<file path="src/rtl/fetch_pkg.sv">
// rtl/fetch_pkg.sv - shared types and constants for the instruction fetch stage
// Purpose : register value type, fetch FSM state encoding, PC register index.
// Ports   : none (package).
package fetch_pkg;

   typedef logic [31:0] regval_t;

   typedef enum logic [1:0] {
      ST_FETCH    = 2'd0,
      ST_BLOCKED  = 2'd1,
      ST_REDIRECT = 2'd2
   } fetch_state_t;

   // Architectural register index that aliases the program counter.
   localparam int unsigned PC_REG_INDEX = 15;

endpackage

</file>
<file path="src/rtl/fetch_buffer.sv">
// rtl/fetch_buffer.sv - one-entry skid buffer holding a fetched pc/instruction pair
// Purpose : parks a returned word while the fetch output registers are stalled.
// Ports   : clock, reset_n         - clock, asynchronous active-low reset
//           load                   - capture load_pc/load_instruction, mark full
//           clear                  - drop the stored entry (drain or flush)
//           load_pc, load_instruction - entry to capture
//           is_full, buf_pc, buf_instruction - stored entry
module fetch_buffer
   import fetch_pkg::*;
(
   input  logic    clock,
   input  logic    reset_n,
   input  logic    load,
   input  logic    clear,
   input  regval_t load_pc,
   input  regval_t load_instruction,
   output logic    is_full,
   output regval_t buf_pc,
   output regval_t buf_instruction
);

   always_ff @(posedge clock or negedge reset_n) begin
      if (!reset_n) begin
         is_full         <= 1'b0;
         buf_pc          <= '0;
         buf_instruction <= '0;
      end else if (load) begin
         is_full         <= 1'b1;
         buf_pc          <= load_pc;
         buf_instruction <= load_instruction;
      end else if (clear) begin
         is_full <= 1'b0;
      end
   end

endmodule

</file>
<file path="src/rtl/fetch.sv">
// rtl/fetch.sv - instruction fetch stage with one-entry skid buffer and PC redirect
// Purpose : issues one word-addressed instruction request at a time, presents the
//           returned word to decode, and handles stalls and PC redirects.
// Ports   : clock, reset_n                - clock, asynchronous active-low reset
//           hold                          - decode stall, output registers frozen
//           is_valid, pc, instruction     - presented instruction
//           is_pc_changing                - presented instruction writes PC
//           pc_write_valid, pc_write_value - new PC from write stage
//           mem_read, mem_address         - instruction memory request
//           mem_ready, mem_read_data      - request completion and returned word
module fetch
   import fetch_pkg::*;
#(
   parameter regval_t RESET_PC = 32'h0
) (
   input  logic    clock,
   input  logic    reset_n,
   input  logic    hold,
   output logic    is_valid,
   output regval_t pc,
   output regval_t instruction,
   input  logic    is_pc_changing,
   input  logic    pc_write_valid,
   input  regval_t pc_write_value,
   output logic    mem_read,
   output regval_t mem_address,
   input  logic    mem_ready,
   input  regval_t mem_read_data
);

   fetch_state_t state, next_state;
   regval_t      fetch_pc;
   regval_t      pend_addr;
   logic         pend, pend_next;
   logic         busy, take, out_free, redirect, flush;
   logic         out_from_buf, out_from_mem, out_drop, buf_load;
   logic         buf_full;
   regval_t      buf_pc, buf_instruction;

   // pend marks a request that was in flight when the stream was flushed: it
   // must still complete on the bus (address held stable) but its data is dropped.
   assign busy        = (state == ST_FETCH) || pend;
   assign mem_read    = reset_n && busy;
   assign mem_address = pend ? pend_addr : fetch_pc;
   assign take        = mem_ready && !pend && (state == ST_FETCH);
   assign out_free    = !is_valid || !hold;
   assign redirect    = is_valid && !hold && is_pc_changing;
   assign flush       = pc_write_valid || redirect;

   always_ff @(posedge clock or negedge reset_n) begin
      if (!reset_n) begin
         state <= ST_FETCH;
      end else begin
         state <= next_state;
      end
   end

   always_comb begin
      next_state   = state;
      out_from_buf = 1'b0;
      out_from_mem = 1'b0;
      out_drop     = 1'b0;
      buf_load     = 1'b0;
      pend_next    = pend && !mem_ready;
      if (flush) begin
         pend_next  = busy && !mem_ready;
         next_state = pc_write_valid ? ST_FETCH : ST_REDIRECT;
      end else if (out_free) begin
         if (buf_full) begin
            // Only reachable from BLOCKED: drain, then resume requesting.
            out_from_buf = 1'b1;
            next_state   = ST_FETCH;
         end else if (take) begin
            out_from_mem = 1'b1;
         end else begin
            out_drop = 1'b1;
         end
      end else if (take) begin
         buf_load   = 1'b1;
         next_state = ST_BLOCKED;
      end
   end

   always_ff @(posedge clock or negedge reset_n) begin
      if (!reset_n) begin
         fetch_pc    <= RESET_PC;
         pend        <= 1'b0;
         pend_addr   <= '0;
         is_valid    <= 1'b0;
         pc          <= '0;
         instruction <= '0;
      end else begin
         pend <= pend_next;
         if (!pend) begin
            pend_addr <= fetch_pc;
         end
         if (pc_write_valid) begin
            fetch_pc <= pc_write_value;
         end else if (take && !flush) begin
            fetch_pc <= fetch_pc + 32'd1;
         end
         if (flush) begin
            is_valid <= 1'b0;
         end else if (out_from_buf) begin
            is_valid    <= 1'b1;
            pc          <= buf_pc;
            instruction <= buf_instruction;
         end else if (out_from_mem) begin
            is_valid    <= 1'b1;
            pc          <= fetch_pc;
            instruction <= mem_read_data;
         end else if (out_drop) begin
            is_valid <= 1'b0;
         end
      end
   end

   fetch_buffer u_buffer (
      .clock            (clock),
      .reset_n          (reset_n),
      .load             (buf_load),
      .clear            (flush || out_from_buf),
      .load_pc          (fetch_pc),
      .load_instruction (mem_read_data),
      .is_full          (buf_full),
      .buf_pc           (buf_pc),
      .buf_instruction  (buf_instruction)
   );

endmodule

</file>
<file path="config.mk">
export PLATFORM = sky130hd
export DESIGN_NAME = fetch
export DESIGN_NICKNAME = d
export VERILOG_FILES = /design/src/rtl/fetch_pkg.sv /design/src/rtl/fetch_buffer.sv /design/src/rtl/fetch.sv
export SDC_FILE = /design/constraint.sdc
export NUM_CORES = 1
export LEC_CHECK = 0
export CAP_MARGIN = 20
export CORE_ASPECT_RATIO = 0.8
export CORE_MARGIN = 2
export CORE_UTILIZATION = 29
export DETAILED_ROUTE_END_ITERATION = 12
export SLEW_MARGIN = 20
export SYNTH_ARGS = -nofsm -noshare
export SYNTH_HDL_FRONTEND = slang
export SYNTH_SLANG_ARGS = --single-unit
</file>
<file path="constraint.sdc">
create_clock -name clock -period 5.2 [get_ports clock]
set_input_delay 1.04 -clock clock [delete_from_list [all_inputs] [get_ports clock]]
set_output_delay 1.04 -clock clock [all_outputs]
set_load 0.02 [all_outputs]
</file>
==> impl_metrics.tcl <==
set metrics [dict create \
    status "finished clean" \
    rsz0062_at_grt "false" \
    core.rowCount 55 \
    p_leak_nw 4.54 \
    finalSetupViolations 0 \
    grt_util_met3_pct 4.06 \
    worst_slew_pin_slew_ps 995 \
    maxCapViolCount 0 \
    relSlewSlack_pct 33.7 \
    vdd_drop_max_uv 218 \
    gp_congestion 0.741 \
    die_area_um2 30100 \
    grt_start_max_net_pins 130 \
    grt_use_total_pct 15.5 \
    antenna_cells 0 \
    vias_per_cell 4.91 \
    rrSetupSlack_ps 1940 \
    pwr-share-clk_pct 28.5 \
    p_sw_share_pct 30.6 \
    start_util_pct 29.5 \
    antenna_found_initial 0 \
    drt_iter0_markers 335 \
    wl_per_cell_um 17.9 \
    p_per_area_nw_per_um2 408 \
    startpoint "pend" \
    grt_pass1_wl_mm 36.6 \
    synthToLayoutAreaGrowth_pct 31.1 \
    pwr-share-seq_pct 46.7 \
    synth_cells 730 \
    ctsHoldBuffers 0 \
    gr-usage-met2_pct 23.1 \
    core-area_um2 28300 \
    ios 168 \
    critical_path_arrival_ps 2480 \
    worstPathRequired_ps 4160 \
    period_share_pct 67.7 \
    comb_power_share_pct 24.8 \
    dp_hpwl_mm 14.6 \
    fp.dieW_um 194 \
    cts_resized 0 \
    fin_crit_ps 3520 \
    busiest_layer "met2" \
    min_from "instruction[28]" \
    crit_path_start_kind "flip-flop" \
    drive_above_1_share_pct 16.5 \
    yosysWarnings 0 \
    synth_ff_type "dfrtp_1" \
    clk_pin_slew_ps 80 \
    rr_startpoint "pend" \
    drc_errors 0 \
    drt-total-wl_mm 22.5 \
    hp-class "reg -> reg" \
    tritoncts "built" \
    gr-usage-met1_pct 22.4 \
    vias 6177 \
    cts_num_sinks 197 \
    numCtsBuffers 17 \
    overflow 0 \
    clkLatencyLatePin_ps 440 \
    ys_ff_latch 197 \
    cts-root-buf "clkbuf_16" \
    skew_ps 17.6 \
    hold_violations 0 \
    grt_pass1_vias 6230 \
    fmax_mhz 284 \
    yosysSeqAreaShare_pct 59.2 \
    synth_cell_type_count 48 \
    fin_nets 945 \
    intPower_mw 3.10 \
    h-tree-depth 4 \
    total_power_mw 4.46 \
    mappedNetlistArea_um2 8330 \
    numPortBuffers 167 \
    fin_util_pct 38.6 \
    tns_ps 0 \
    crit_fanout 41 \
    clockBufferDepth 2 \
    die_height_um 156 \
    synthArstFlopShare_pct 100 \
    syn_area_per_cell_um2 11.4 \
    post_cts_buffers 0 \
    power_switching_mw 1.37 \
    end_kind "output pin" \
    worstSetupPathType "reg -> out" \
    synth.net_count 801 \
    drtPass1Iterations 6 \
    postRouteAntennaNets 0 \
    finalMaxSlewViolations 0 \
    synth-edff-count 0 \
]
[per-layer routing]
| metal | wire, µm | up-vias |
|---|---|---|
| met5 | 0 | - |
| met2 | 9940 | 151 |
| met4 | 241 | 0 |
| met1 | 11100 | 3068 |
| met3 | 1220 | 16 |
| li1 | - | 2942 |
[cell usage in the layout, fill, tap and decap left out, types with 9 or more instances in the layout]
cell type and count:
buf_4 9, nand4_1 14, dfrtp_1 196, nor2_1 18
nand2_1 100, mux2_2 92, o21ai_0 84, o22ai_1 64
clkdlybuf4s50_1 165, nand3_1 16, clkbuf_16 17
[cell families (layout without fill, tap and decap cells)]
family | after synthesis | after routing | share of synthesized area, %
AND/OR/NAND/NOR | 181 | 181 | 10.4
XOR/XNOR | 13 | 13 | 1.37
buffers and inverters | 60 | 217 | 2.79
flip-flops | 197 | 197 | 59.2
adder cells (fa/ha/maj) | 1 | 1 | 0.150
multiplexers | 96 | 96 | 12.9
AO/OA/AOI/OAI | 182 | 182 | 13.2
[sequential cells by signal (all words and copies together) (netlist names), 2 cells and up]
signal,cells
u_buffer.buf_pc,32
pend_addr,32
fetch_pc,32
pc,32
u_buffer.buf_instruction,32
instruction,32
state,2
[synthesized netlist by cell type, types with 2 or more instances]
| cell | number | area share [%] |
|---|---|---|
| dfrtp_1 | 197 | 59 |
| nand2_1 | 100 | 4.5 |
| mux2_2 | 92 | 12 |
| o21ai_0 | 84 | 5.0 |
| o22ai_1 | 64 | 4.8 |
| clkbuf_1 | 43 | 1.9 |
| nor2_1 | 18 | 0.81 |
| nand3_1 | 16 | 0.96 |
| nand4_1 | 14 | 1.1 |
| a311oi_1 | 7 | 0.74 |
| inv_1 | 7 | 0.32 |
| xor2_1 | 7 | 0.74 |
| buf_2 | 6 | 0.36 |
| xnor2_1 | 6 | 0.63 |
| and3_1 | 5 | 0.38 |
| nor3_1 | 5 | 0.30 |
| mux2i_1 | 4 | 0.48 |
| o211ai_1 | 4 | 0.36 |
| o311ai_0 | 4 | 0.42 |
| or4_1 | 4 | 0.36 |
| and2_1 | 3 | 0.23 |
| buf_1 | 3 | 0.14 |
| nor4_1 | 3 | 0.23 |
| o21a_1 | 3 | 0.27 |
| a211o_1 | 2 | 0.21 |
| a211oi_1 | 2 | 0.18 |
| a21oi_1 | 2 | 0.12 |
| nand3_2 | 2 | 0.24 |
| nor3_2 | 2 | 0.24 |
| o311a_1 | 2 | 0.24 |
| o31a_1 | 2 | 0.21 |
[per-stage QoR]
stage	worst slack [ps]	cell area, µm²	hold WS [ps]	cells
2_1_floorplan	2470	8330	481	730
3_3_place_gp	1450	10400	463	1225
4_1_cts	1620	10900	485	1257
6_report	1680	10900	478	1257
3_5_place_dp	1360	10400	469	1225
5_1_grt	1490	10900	500	1257
[power by group through the flow]
stage	Combinational, mW	Sequential, mW	Clock, mW
finish	1.11	2.08	1.27
global route	1.20	2.13	1.39
CTS	1.12	2.09	1.32
detailed placement	1.12	2.11	0
global placement	1.11	2.10	0
floorplan	0.430	2.22	0
[path summary, 6_finish.rpt]
path,endpoint,cells past startpoint
worst min-delay path,instruction[28],2
min in group asynchronous,u_buffer.is_full,1
max in group asynchronous,pend,2
worst max register to register,fetch_pc[25],5
worst max-delay path,mem_address[31],2
worst min register to register,instruction[28],2
[layout make-up]
type | count | area [µm²]
inverters | 8 | 30.0
fillers | 2809 | 17400
repair buffers | 177 | 1760
well taps | 370 | 463
flip-flops and latches | 197 | 4930
clock buffers | 20 | 467
clock inverters | 12 | 95.1
multi-input cells | 473 | 3180
[critical path, stage by stage, from the launching register on]
cell and delay, ps:
dfrtp_2 1030, mux2_2 430, clkdlybuf4s50_1 570
(Power assumes the default switching activity.)
